--- config.mk ---
export PLATFORM = sky130hd
export DESIGN_NAME = bsg_manycore_store_tracker
export DESIGN_NICKNAME = d
export VERILOG_FILES = /design/src/rtl/bsg_manycore_pkg.sv /design/src/rtl/bsg_sat_updown_counter.sv /design/src/rtl/bsg_manycore_store_tracker.sv
export SDC_FILE = /design/constraint.sdc
export NUM_CORES = 1
export LEC_CHECK = 0
export CAP_MARGIN = 20
export CORE_MARGIN = 2
export CORE_UTILIZATION = 54
export DETAILED_ROUTE_END_ITERATION = 16
export DONT_BUFFER_PORTS = 1
export PLACE_DENSITY_LB_ADDON = 0.2
export RECOVER_POWER = 50
export SLEW_MARGIN = 5
export SYNTH_ARGS = -nofsm -noshare
export SYNTH_HDL_FRONTEND = slang
export SYNTH_SLANG_ARGS = --single-unit
export TNS_END_PERCENT = 100
--- constraint.sdc ---
create_clock -name clk_i -period 3.7 [get_ports clk_i]
set_input_delay 0.37 -clock clk_i [delete_from_list [all_inputs] [get_ports clk_i]]
set_output_delay 0.37 -clock clk_i [all_outputs]
set_load 0.01 [all_outputs]
--- src/rtl/bsg_manycore_pkg.sv ---
// rtl/bsg_manycore_pkg.sv - shared types for the manycore store tracker
package bsg_manycore_pkg;

  typedef enum logic [1:0] {
    IDLE  = 2'd0,
    DRAIN = 2'd1,
    DONE  = 2'd2
  } bsg_store_fence_state_e;

  // CSR address the core loads from to read the outstanding-store counter
  localparam logic [11:0] store_tracker_csr_addr_gp = 12'h0c0;

endpackage

--- src/rtl/bsg_sat_updown_counter.sv ---
// rtl/bsg_sat_updown_counter.sv - saturating up/down counter with sticky underflow flag
module bsg_sat_updown_counter #(
  parameter int width_p = 16,
  parameter int max_p   = 64
) (
  input  logic               clk,
  input  logic               reset_n,
  input  logic               inc,
  input  logic               dec,
  output logic [width_p-1:0] count,
  output logic               underflow
);

  localparam logic [width_p-1:0] max_lp = width_p'(max_p);

  always_ff @(posedge clk or negedge reset_n) begin
    if (!reset_n) begin
      count     <= '0;
      underflow <= 1'b0;
    end else if (inc && !dec) begin
      if (count != max_lp) count <= count + width_p'(1);
    end else if (dec && !inc) begin
      // a decrement at zero holds the count and latches the error
      if (count != '0) count <= count - width_p'(1);
      else             underflow <= 1'b1;
    end
  end

`ifndef SYNTHESIS
  always_ff @(posedge clk or negedge reset_n) begin
    if (reset_n) begin
      if (dec && !inc && count == '0)
        $display("%m: store acknowledge arrived with no outstanding stores (underflow)");
      assert (!(inc && count == '1))
        else $error("%m: increment at full-scale count");
    end
  end
`endif

endmodule

--- src/rtl/bsg_manycore_store_tracker.sv ---
// rtl/bsg_manycore_store_tracker.sv - outstanding remote-store tracker with credit, fence and readout
module bsg_manycore_store_tracker
  import bsg_manycore_pkg::*;
#(
  parameter int cntr_width_p    = 16,
  parameter int max_out_p       = 64,
  parameter int data_width_p    = 32,
  parameter int fence_timeout_p = 0
) (
  input  logic                    clk_i,
  input  logic                    reset_n_i,
  input  logic                    st_v_i,
  input  logic                    st_local_i,
  input  logic                    st_ready_i,
  output logic                    st_credit_o,
  input  logic                    ret_v_i,
  input  logic                    ret_local_i,
  output logic                    ret_ready_o,
  input  logic                    fence_v_i,
  output logic                    fence_yumi_o,
  output logic                    fence_timeout_o,
  input  logic                    rd_v_i,
  output logic                    rd_v_o,
  output logic [data_width_p-1:0] rd_data_o,
  output logic [cntr_width_p-1:0] count_o,
  output logic                    underflow_o
);

  localparam int tmo_width_lp = $clog2(fence_timeout_p + 2);

  bsg_store_fence_state_e  state_r, state_n;
  logic [tmo_width_lp-1:0] drain_cyc_r, drain_cyc_n;
  logic draining, below_max, inc, dec, zero_next, timeout_hit;

  assign draining    = (state_r == DRAIN);
  assign dec         = ret_v_i & ~ret_local_i;
  assign below_max   = (count_o < cntr_width_p'(max_out_p));
  // a same-cycle return frees a slot; tracked launches are blocked while draining
  assign st_credit_o = st_local_i | (~draining & (below_max | dec));
  assign inc         = st_v_i & st_credit_o & st_ready_i & ~st_local_i;
  assign ret_ready_o  = 1'b1;
  assign fence_yumi_o = (state_r == DONE);

  assign zero_next   = ~inc & ((count_o == '0) | ((count_o == cntr_width_p'(1)) & dec));
  assign drain_cyc_n = drain_cyc_r + tmo_width_lp'(1);
  assign timeout_hit = (fence_timeout_p != 0) && draining
                       && (drain_cyc_n == tmo_width_lp'(fence_timeout_p));

  bsg_sat_updown_counter #(
    .width_p (cntr_width_p),
    .max_p   (max_out_p)
  ) u_counter (
    .clk       (clk_i),
    .reset_n   (reset_n_i),
    .inc       (inc),
    .dec       (dec),
    .count     (count_o),
    .underflow (underflow_o)
  );

  always_comb begin
    state_n = state_r;
    case (state_r)
      IDLE:    if (fence_v_i) state_n = (count_o == '0 && !inc) ? DONE : DRAIN;
      DRAIN:   if (zero_next || timeout_hit) state_n = DONE;
      DONE:    state_n = IDLE;
      default: state_n = IDLE;
    endcase
  end

  always_ff @(posedge clk_i or negedge reset_n_i) begin
    if (!reset_n_i) begin
      state_r         <= IDLE;
      drain_cyc_r     <= '0;
      fence_timeout_o <= 1'b0;
      rd_v_o          <= 1'b0;
      rd_data_o       <= '0;
    end else begin
      state_r     <= state_n;
      drain_cyc_r <= draining ? drain_cyc_n : '0;
      // a fence that drains on the deadline cycle is not a timeout
      if (timeout_hit && !zero_next) fence_timeout_o <= 1'b1;
      rd_v_o <= rd_v_i;
      if (rd_v_i) rd_data_o <= data_width_p'(count_o);
    end
  end

endmodule

==> After elaboration in Yosys (flattened, before gate mapping) <==
Cells that the tools add are included.
{ "op_classes": {"add_sub_neg": 2, "n_mul": 0, "div_mod_pow": 0, "magnitude_cmp": 1, "eq_ne": 7, "shifts": 0, "n_mux": 8, "bitwise_logic": 16, "n_reduce_logical": 13} }
{ "ops": {"columns": ["op", "n"], "rows": [
  ["$mux 16", 4],
  ["$add 16x1->16 const B", 1],
  ["$eq 16x1->1 const B", 1],
  ["$logic_not 16->1", 1],
  ["$lt 16x7->1 const B", 1],
  ["$ne 16x7->1 const B", 1],
  ["$reduce_bool 16->1", 1],
  ["$sub 16x1->16 const B", 1],
  ["$and 1x1->1", 7],
  ["$mux 2", 3],
  ["$not 1->1", 6],
  ["$reduce_and 3->1", 2],
  ["$ne 2x2->1 const B", 2],
  ["$pmux 2 s2", 1],
  ["$reduce_bool 2->1", 2],
  ["$logic_and 1x1->1", 3],
  ["$or 1x1->1", 3],
  ["$eq 2x1->1 const B", 1],
  ["$eq 2x2->1 const B", 1],
  ["$logic_not 1->1", 2],
  ["$logic_not 2->1", 1],
  ["$ne 2x1->1 const B", 1],
  ["$reduce_and 2->1", 1]
]} }
{ "word_totals": {"reg_bits": 36, "latchBits": 0, "ram_bits": 0, "romBits": 0, "in_bits": 9, "memories": 0} }

==> Longest topological paths before layout <==
Gate-level depths: netlist of the first run.
{ "logic_depth": {"word_depth": 13, "ltp_mapped": 7, "depth_no_buf": 7} }

==> Hierarchy <==
Synthesis of the first run repeated with hierarchy kept, for this count alone.
{ "unflattened": {"hier_cells": 265, "hier_area_um2": 2542.4} }
{ "modules_own_cells": {"columns": ["module", "instances", "cells_per_inst", "area_per_inst_um2"], "rows": [
  ["bsg_sat_updown_counter", 1, 187, 1589.0],
  ["bsg_manycore_store_tracker", 1, 78, 953.4]
]} }

==> Least setup slack after synthesis of the first run <==
No wires, ideal clock.
{ "synth_path": {"kind": "reg-to-reg", "startpoint": "register u_counter.count[14]", "endpoint": "register u_counter.count[3]", "setup_ps": 130, "arrival_time_ps": 1870, "setup_slack_ps": 1700, "path_stages_with_launch": 7, "synth_period_minus_slack_ps": 2000, "cell_sequence": "dfrtp_1 -> or4_4 -> nor4b_4 -> and3_1 -> buf_6 -> a41oi_1 -> xnor2_1"} }
{ "synth_between": {"elab_chain_len": 11} }
{ "synth_rtl": {"columns": ["element", "line", "source"], "rows": [
  ["from (decl)", "bsg_sat_updown_counter.sv:10", "output logic [width_p-1:0] count,"],
  ["from (signal assigned)", "bsg_sat_updown_counter.sv:21", "if (count != max_lp) count <= count + width_p'(1);"],
  ["from (signal assigned)", "bsg_sat_updown_counter.sv:24", "if (count != '0) count <= count - width_p'(1);"],
  ["$lt 16x7->1", "bsg_manycore_store_tracker.sv:37", "assign below_max = (count_o < cntr_width_p'(max_out_p));"],
  ["$or 1x1->1", "bsg_manycore_store_tracker.sv:39", "assign st_credit_o = st_local_i | (~draining & (below_max | dec));"],
  ["$and 1x1->1", "bsg_manycore_store_tracker.sv:39", null],
  ["$or 1x1->1", "bsg_manycore_store_tracker.sv:39", null],
  ["$and 1x1->1 (3 in a row)", "bsg_manycore_store_tracker.sv:40", "assign inc = st_v_i & st_credit_o & st_ready_i & ~st_local_i;"],
  ["$logic_not 1->1", "bsg_sat_updown_counter.sv:22", "end else if (dec && !inc) begin"],
  ["$logic_and 1x1->1", "bsg_sat_updown_counter.sv:22", null],
  ["$reduce_bool 2->1 (no source line)", null, null],
  ["$reduce_and 3->1 (no source line)", null, null]
]} }
Several ways; a longest one is shown, not always the timed one.
A chain may end at the register's enable or synchronous reset.

==> Final worst setup path of the first run <==
{ "layout_path": {"startpoint": "register u_counter.count[14]", "endpoint": "output port st_credit_o"} }
{ "layout_between": {"elab_chain_len": 4} }
{ "layout_rtl": {"columns": ["element", "line", "source"], "rows": [
  ["$lt 16x7->1", "bsg_manycore_store_tracker.sv:37", null],
  ["$or 1x1->1", "bsg_manycore_store_tracker.sv:39", null],
  ["$and 1x1->1", "bsg_manycore_store_tracker.sv:39", null],
  ["$or 1x1->1", "bsg_manycore_store_tracker.sv:39", null],
  ["to (decl)", "bsg_manycore_store_tracker.sv:15", "output logic st_credit_o,"]
]} }
No other way between the ends.

==> flow_metrics.py, run 1 <==
metrics = {
    "sta": {
        "tightestPinTransition_ns": 1.86,
        "slew_headroom": -0.240,
        "setup_viol": 0,
        "whs_ns": 0.0542,
        "finalCritPeriodShare": 0.657,
        "tns_ns": 0,
        "fmax_mhz": 411,
        "hold_viol": 0,
        "skew_ns": 0.00556,
        "finalCriticalPeriod_ns": 2.43,
        "setup_slack_ns": 1.27,
        "drv_slew": 37,
        "rsz0062_at_grt": "no",
    },
    "floorplan": {
        "die-area_um2": 3940,
        "rows": 21,
        "die-width_um": 62.8,
        "die_y_um": 62.8,
        "pin_count": 63,
        "core-area_um2": 3340,
        "initial_utilization": 0.559,
    },
    "yosys": {
        "synth_edf_count": 0,
        "yosys.area_share.adder": 0.0201,
        "synth_top_area_share": 0.483,
        "synth_seq_area_share": 0.483,
        "synth_top_family_by_area": "simple AND/OR/NAND/NOR gates",
        "syn_avg_cell_area_um2": 11.7,
        "yosysTopAreaCell": "dfrtp_1",
        "synthArstFlopShare": 1.00,
        "synthCells": 160,
        "synthMuxAreaShare": 0.113,
        "synth_cell_type_count": 41,
        "synth_compound_gate_area_share": 0.0617,
        "ys.flop_type": "dfrtp_1",
        "synthTopCellsByArea": "dfrtp_1 48%, mux2_2 9.7%, buf_4 7.7%",
        "synth_xor_area_frac": 0.0611,
        "yosys.area_share.simple": 0.166,
        "ys_warn_count": 0,
        "ys_seq_elements": 36,
        "netlist_area_um2": 1860,
    },
    "placement": {
        "port_buffers": 0,
        "place_congestion": 0.830,
        "dpl-instance-area_um2": 1820,
        "dp_hpwl_mm": 2.34,
        "place_ws_ns": 1.53,
    },
    "cts": {
        "cts_tree": "done",
        "clock-root-buffer": "clkbuf_4",
        "h-tree-depth": 2,
        "clk_latency_ns": 0.33,
        "clock_path_buffers": 2,
        "clkSlewWorstSetupHoldPaths_ns": 0.10,
        "cts_resized": 0,
        "post_cts_buffers": 0,
        "cts_sinks": 36,
        "hold_buffers": 2,
        "cts_buffers": 5,
    },
    "cells_and_area": {
        "multiInputGateArea_um2": 855,
        "nets": 175,
        "final_core_util": 0.569,
        "seq_area_um2": 901,
        "stdcell_area_um2": 1900,
        "antenna_cells": 0,
        "layout-drive-gt1-share": 0.190,
        "area_growth_pct": 1.88,
        "num-fill-cells": 304,
    },
    "worst_setup_path": {
        "criticalPathCategory": "flop to output pin",
        "crit_fanout": 5,
        "arrival_ns": 2.06,
        "start_kind": "flop",
        "crit_required_ns": 3.33,
        "end_kind": "output pin",
    },
    "global_routing": {
        "grt_pass1_vias": 1164,
        "grt_max_degree": 37,
        "grt_pass1_wl_mm": 5.35,
        "grt_overflow": 0,
        "antenna_found_initial": 0,
        "grtUsageTotal": 0.176,
    },
    "power_and_ir_drop": {
        "ir_drop_v": 0.000356,
        "leakagePower_nw": 0.850,
        "powerDensity_nw_per_um2": 806,
    },
    "job": {
        "maxCapViolCount": 1,
    },
    "run_status": {
        "status": "complete, but fails checks",
        "violations": "capacitance limit, slew limit",
    },
    "drt": {
        "routedWlPerCell_um": 15.2,
        "drt_wl_total_mm": 3.18,
        "ant_nets": 0,
        "drtPass1Iterations": 4,
        "drc": 0,
        "viasPerCell": 5.59,
        "vias": 1169,
        "drt_iter0_drc": 72,
    },
    "hold_path": {
        "min_path_type": "input pin to flop",
    },
}
==> critical path, cell delays in order (launching register included) <==
cell and delay (ns):
dfrtp_1 0.47, or4_4 0.60, nor4b_4 0.32, nor2_1 0.08, o21bai_1 0.25
==> final timing paths <==
kind / from / to / slack (ns) / depth (start not counted)
max: u_counter.count[14]$_DFFE_PN0P_ / st_credit_o / 1.27 / 4
min: rd_v_i / rd_v_o$_DFF_PN0_ / 0.05 / 0
max reg2reg: u_counter.count[14]$_DFFE_PN0P_ / u_counter.count[5]$_DFFE_PN0P_ / 1.49 / 5
min reg2reg: state_r[1]$_DFFE_PN0P_ / state_r[1]$_DFFE_PN0P_ / 0.48 / 1
max in group asynchronous: reset_n_i / u_counter.count[0]$_DFFE_PN0P_ / 1.54 / 2
min in group asynchronous: reset_n_i / u_counter.count[9]$_DFFE_PN0P_ / 1.09 / 2
==> report_power, final <==
| group | leakage (nW) | switching, W | internal, W | total, W |
|---|---|---|---|---|
| combinational | 0.356 | 0.000202 | 0.000230 | 0.000433 |
| clock | 0.0374 | 0.000121 | 0.000108 | 0.000228 |
| sequential | 0.457 | 0.000306 | 0.000564 | 0.000870 |
==> kinds of logic (layout without fill, tap and decap cells) <==
| group | after synthesis | after routing |
|---|---|---|
| simple gates | 47 | 47 |
| buf+inv | 24 | 11 |
| other cells | 2 | 18 |
| fa+ha+maj | 3 | 3 |
| xor+xnor | 13 | 13 |
| mux | 19 | 19 |
| flops | 36 | 36 |
| compound gates | 16 | 16 |
==> state kept, by name (all words and copies together) (netlist names) <==
register,cells
rd_data_o,16
rd_v_o,1
u_counter.underflow,1
u_counter.count,16
state_r,2
==> final cells by class <==
cell class / instances / area share
sequential: 36 / 0.474
multi-input combinational: 116 / 0.450
clock buffer: 7 / 0.0343
tap: 46 / 0.0303
timing repair buffer: 2 / 0.00725
inverter: 2 / 0.00395
==> per-stage QoR <==
step | power [W] | std cells
finish | 0.00153 | 209
global route | 0.00165 | 209
CTS | 0.00155 | 209
detailed placement | 0.00131 | 200
global placement | 0.00129 | 200
floorplan | 0.00121 | 176
==> placed cells by master, fill, tap and decap left out, types with 3 or more instances in the layout <==
cell type / count
ha_1: 3
conb_1: 18
xnor2_1: 9
nand2_1: 9
dfrtp_1: 36
clkbuf_4: 5
nor2b_1: 4
a21oi_1: 3
nor4_1: 3
nand3b_1: 3
nor2_1: 7
mux2_2: 16
nor3_1: 4
xor2_1: 4
a41oi_1: 4
==> synthesized netlist by cell type (2+ instances only) <==
| cell | count |
|---|---|
| dfrtp_1 | 36 |
| buf_4 | 19 |
| mux2_2 | 16 |
| nand2_1 | 9 |
| xnor2_1 | 9 |
| nor2_1 | 7 |
| a41oi_1 | 4 |
| nor2b_1 | 4 |
| nor3_1 | 4 |
| xor2_1 | 4 |
| a21oi_1 | 3 |
| ha_1 | 3 |
| nand3b_1 | 3 |
| nor4_1 | 3 |
| and3_1 | 2 |
| clkbuf_1 | 2 |
| conb_1 | 2 |
| inv_1 | 2 |
| mux2i_1 | 2 |
| nand2b_1 | 2 |
| nor4_2 | 2 |
| o21ai_1 | 2 |
| or4_4 | 2 |
==> routing by layer <==
metal  up-vias  routed length (um)  track usage
li1        537                   -            -
met1       590                1420        0.219
met2        36                1500        0.284
met3         6                 200       0.0577
met4         0                  56       0.0694
met5         -                   0            0
(Power assumes the default switching activity.)
==> run 2: changes to the inputs <==
Clock period 3.7 ns to 2.5 ns, I/O delays scaled along.
==> run 2 against run 1 <==
The flow still finishes with violations (capacitance limit, slew limit). Total power increased by 44%. Sequential share of layout area decreased by 0.19 points. Setup slack got worse by 1.1 ns. Cell area increased by 0.40%. Critical path type unchanged. Largest power group unchanged.
==> flow_metrics.py, run 2 (same netlist as run 1, synthesis figures left out) <==
metrics = {
    "run_status": {
        "status": "complete, but fails checks",
        "violations": "capacitance limit, slew limit",
    },
    "cells_and_area": {
        "final_common_cell": "dfrtp_1",
        "num-fill-cells": 307,
        "nets": 177,
        "largestRegisters": "rd_data_o (16), u_counter.count (16), state_r (2)",
        "final_cell_mix": "36 x dfrtp_1, 18 x conb_1, 16 x mux2_2, 9 x nand2_1, 9 x xnor2_1",
        "antenna_cells": 0,
        "final_cells": 211,
        "area_growth_pct": 2.28,
        "layout-drive-gt1-share": 0.188,
    },
    "floorplan": {
        "die-area_um2": 3940,
        "pin_count": 63,
        "core-area_um2": 3340,
        "die_y_um": 62.8,
        "initial_utilization": 0.559,
        "die-width_um": 62.8,
        "rows": 21,
    },
    "global_routing": {
        "grtUsageTotal": 0.180,
        "grt_pass1_vias": 1154,
        "antenna_found_initial": 0,
        "grt_overflow": 0,
        "grt_pass1_wl_mm": 5.45,
        "grt_max_degree": 37,
    },
    "cts": {
        "h-tree-depth": 2,
        "clock_path_buffers": 2,
        "clkSlewWorstSetupHoldPaths_ns": 0.10,
        "cts_sinks": 36,
        "clock-root-buffer": "clkbuf_4",
        "cts_resized": 0,
        "clk_latency_ns": 0.33,
        "cts_tree": "done",
        "cts_buffers": 5,
    },
    "sta": {
        "setup_viol": 0,
        "drv_slew": 37,
        "hold_viol": 0,
        "fmax_mhz": 433,
        "finalCritPeriodShare": 0.924,
        "skew_ns": 0.00315,
        "slew_headroom": -0.0329,
        "tns_ns": 0,
        "finalCriticalPeriod_ns": 2.31,
        "rsz0062_at_grt": "no",
        "tightestPinTransition_ns": 1.55,
    },
    "drt": {
        "drtPass1Iterations": 4,
        "drt_wl_total_mm": 3.27,
        "routedWlPerCell_um": 15.5,
        "vias": 1176,
        "viasPerCell": 5.57,
        "ant_nets": 0,
        "drt_iter0_drc": 42,
        "drc": 0,
    },
    "worst_setup_path": {
        "arrival_ns": 2.06,
        "crit_required_ns": 2.25,
        "criticalPathCategory": "flop to output pin",
        "start_kind": "flop",
        "end_kind": "output pin",
        "crit_fanout": 5,
    },
    "placement": {
        "dp_cells": 201,
        "place_congestion": 0.825,
        "dp_hpwl_mm": 2.40,
        "port_buffers": 0,
    },
    "power_and_ir_drop": {
        "leakagePower_nw": 0.863,
        "powerDensity_nw_per_um2": 1160,
        "ir_drop_v": 0.000600,
    },
    "hold_path": {
        "min_path_type": "input pin to flop",
    },
    "job": {
        "maxCapViolCount": 1,
    },
}
-- run 2: worst max-delay path: stages, from the launching register on --
cell	delay [ns]
dfrtp_1	0.47
or4_4	0.60
nor4b_4	0.32
nor2_1	0.08
o21bai_1	0.24
-- run 2: cell type report --
type	instances	area (um2)	area share
sequential	36	901	0.472
tap	46	57.6	0.0302
multi-input combinational	116	855	0.448
clock inverter	1	5.00	0.00262
clock buffer	6	41.3	0.0217
inverter	2	7.51	0.00394
timing repair buffer	4	40.0	0.0210
-- run 2: where the power goes --
part           total (W)  internal [W]  leakage (nW)  switching, W
clock           0.000283      0.000104        0.0281      0.000180
combinational   0.000640      0.000344         0.378      0.000296
sequential       0.00129      0.000835         0.457      0.000452
total            0.00221       0.00128         0.863      0.000928
-- run 2: path summary, 6_finish.rpt --
kind / to / depth (start not counted) / slack [ns] / start
worst max register to register: u_counter.count[4]$_DFFE_PN0P_ / 5 / 0.24 / u_counter.count[14]$_DFFE_PN0P_
worst min register to register: state_r[1]$_DFFE_PN0P_ / 1 / 0.48 / state_r[1]$_DFFE_PN0P_
worst max-delay path: st_credit_o / 4 / 0.19 / u_counter.count[14]$_DFFE_PN0P_
worst min-delay path: state_r[1]$_DFFE_PN0P_ / 2 / 0.04 / fence_v_i
min in group asynchronous: u_counter.count[14]$_DFFE_PN0P_ / 2 / 0.92 / reset_n_i
max in group asynchronous: u_counter.count[0]$_DFFE_PN0P_ / 2 / 0.67 / reset_n_i
-- run 2: repair_timing --
item	in CTS	in global routing
endpoints found under the hold margin	37	0
hold buffers	3	0
setup buffers	0	0
-- run 2: per-layer routing --
| metal | GRT usage | wire (um) | share of wire |
|---|---|---|---|
| met2 | 0.293 | 1590 | 0.49 |
| met1 | 0.224 | 1370 | 0.42 |
| met5 | 0 | 0 | 0 |
| met4 | 0.0583 | 53 | 0.016 |
| met3 | 0.0613 | 252 | 0.077 |
-- run 2: through the flow --
step	hold slack [ns]	utilization	power, W	cell area (um2)	setup WS, ns
final	0.0392	0.571	0.00221	1910	0.190
after global routing	0.0417	0.571	0.00238	1910	0.0870
after CTS	0.0311	0.574	0.00224	1910	0.157
after detailed placement	-0.0448	0.548	0.00194	1830	0.272
after global placement	-0.0448	0.548	0.00191	1830	0.370
after floorplan	-0.0456	-	0.00180	1920	0.500
==> run 3: changes to the inputs <==
Settings changed: SLEW_MARGIN 5 to 20.
Clock period 2.5 ns to 1.9 ns, I/O delays scaled along.
==> run 3 against run 2 <==
The flow finishes with violations (setup timing). Utilization rose by 13 points. Critical path type unchanged. Cell area increased by 22%. Cell count is 18% higher. Critical endpoint unchanged.
==> flow_metrics.py, run 3 (same netlist as run 1, synthesis figures left out) <==
metrics = {
    "run_status": {
        "status": "complete, but fails checks",
        "violations": "setup timing",
    },
    "worst_setup_path": {
        "end_kind": "output pin",
        "start_kind": "flop",
        "arrival_ns": 1.93,
        "crit_required_ns": 1.71,
        "criticalPathCategory": "flop to output pin",
        "crit_fanout": 2,
    },
    "sta": {
        "skew_ns": 0.00682,
        "setup_viol": 15,
        "fmax_mhz": 471,
        "tightestPinTransition_ns": 0.902,
        "hold_viol": 0,
        "slew_headroom": 0.399,
        "setup_slack_ns": -0.224,
        "drv_slew": 0,
        "finalCriticalPeriod_ns": 2.12,
        "finalCritPeriodShare": 1.12,
        "rsz0062_at_grt": "yes",
    },
    "cells_and_area": {
        "num-fill-cells": 245,
        "layout-drive-gt1-share": 0.426,
        "final_common_cell": "buf_4",
        "area_growth_pct": 25.1,
        "antenna_cells": 0,
        "final_core_util": 0.699,
        "nets": 215,
        "largestRegisters": "rd_data_o (16), u_counter.count (16), state_r (2)",
        "final_cell_mix": "38 x buf_4, 36 x dfrtp_1, 18 x conb_1, 16 x mux2_2, 9 x xnor2_1",
    },
    "cts": {
        "cts_buffers": 5,
        "cts_tree": "done",
        "cts_sinks": 36,
        "h-tree-depth": 2,
        "clock-root-buffer": "clkbuf_4",
        "clkSlewWorstSetupHoldPaths_ns": 0.11,
        "clock_path_buffers": 2,
        "clk_latency_ns": 0.35,
    },
    "global_routing": {
        "antenna_found_initial": 0,
        "grt_max_degree": 37,
        "grtUsageTotal": 0.222,
        "grt_overflow": 0,
        "grt_pass1_wl_mm": 6.67,
        "grt_pass1_vias": 1343,
    },
    "drt": {
        "vias": 1388,
        "drt_iter0_drc": 50,
        "viasPerCell": 5.55,
        "routedWlPerCell_um": 17.4,
        "drtPass1Iterations": 4,
        "ant_nets": 0,
        "drc": 0,
        "drt_wl_total_mm": 4.35,
    },
    "floorplan": {
        "pin_count": 63,
        "rows": 21,
        "die-width_um": 62.8,
        "die-area_um2": 3940,
        "initial_utilization": 0.559,
        "core-area_um2": 3340,
        "die_y_um": 62.8,
    },
    "job": {
        "maxCapViolCount": 0,
    },
    "power_and_ir_drop": {
        "ir_drop_v": 0.000867,
        "powerDensity_nw_per_um2": 1610,
        "leakagePower_nw": 1.06,
    },
    "hold_path": {
        "min_path_type": "input pin to flop",
    },
    "placement": {
        "dp_hpwl_mm": 2.72,
        "place_congestion": 0.911,
        "port_buffers": 0,
        "place_ws_ns": -0.0738,
    },
}
[run 3: cell types whose count changed in the layout (fill, tap and decap cells not counted), sizes merged]
cell and delta:
dlygate4sd3 +1, dlymetal6s4s -1, clkinv -1, buf +37
clkbuf +3
[run 3: path summary, 6_finish.rpt]
path / start / endpoint / slack, ns / cells past startpoint
worst min register to register: state_r[1]$_DFFE_PN0P_ / state_r[1]$_DFFE_PN0P_ / 0.49 / 1
min in group asynchronous: reset_n_i / rd_data_o[14]$_DFFE_PN0P_ / 0.50 / 2
worst max register to register: u_counter.count[14]$_DFFE_PN0P_ / state_r[0]$_DFFE_PN0P_ / -0.20 / 7
worst min-delay path: rd_v_i / rd_data_o[13]$_DFFE_PN0P_ / 0.008 / 1
max in group asynchronous: reset_n_i / u_counter.count[0]$_DFFE_PN0P_ / 0.83 / 2
worst max-delay path: u_counter.count[14]$_DFFE_PN0P_ / st_credit_o / -0.22 / 5
[run 3: power by group]
group / leakage [nW] / internal (W) / switching, W
Sequential: 0.457 / 0.00110 / 0.000358
Clock: 0.0326 / 0.000183 / 0.000255
Combinational: 0.575 / 0.000927 / 0.000939
[run 3: worst max-delay path, cell delays in order (launching register included)]
cell      delay [ns]
dfrtp_1         0.39
or4_4           0.57
nor4b_4         0.25
buf_4           0.19
nor2_4          0.04
o21bai_4        0.15
[run 3: final cells by class]
class,instances,area [um2],area share
Multi-Input combinational cell,116,987,0.423
Sequential cell,36,901,0.386
Timing Repair Buffer,42,320,0.137
Clock buffer,8,58.8,0.0252
Tap cell,46,57.6,0.0247
Inverter,2,7.51,0.00322
[run 3: routing by layer]
layer / routed length [um] / share of wire / track usage / up-vias
met2: 2260 / 0.52 / 0.362 / 53
met1: 1650 / 0.38 / 0.268 / 701
met3: 231 / 0.053 / 0.0577 / 20
met5: 0 / 0 / 0 / -
li1: - / - / - / 614
met4: 207 / 0.048 / 0.122 / 0
[run 3: timing repair]
action | CTS | global route
gates resized for setup | 17 | 10
hold buffers | 4 | 0
hold endpoints to repair | 54 | 0
pin swaps | 18 | 14
endpoints found under the setup margin | 10 | 19
setup buffers | 3 | 7
[run 3: per-stage QoR]
step	instances	area [um2]	power [W]	hold WS [ns]	setup TNS, ns
global route	250	2330	0.00399	0.00687	-3.26
CTS	243	2260	0.00359	0.000451	-1.70
global placement	228	2030	0.00289	-0.105	-0.103
floorplan	176	1920	0.00236	-0.106	-0.328
finish	250	2330	0.00376	0.00821	-1.55
detailed placement	228	2030	0.00295	-0.105	-0.361
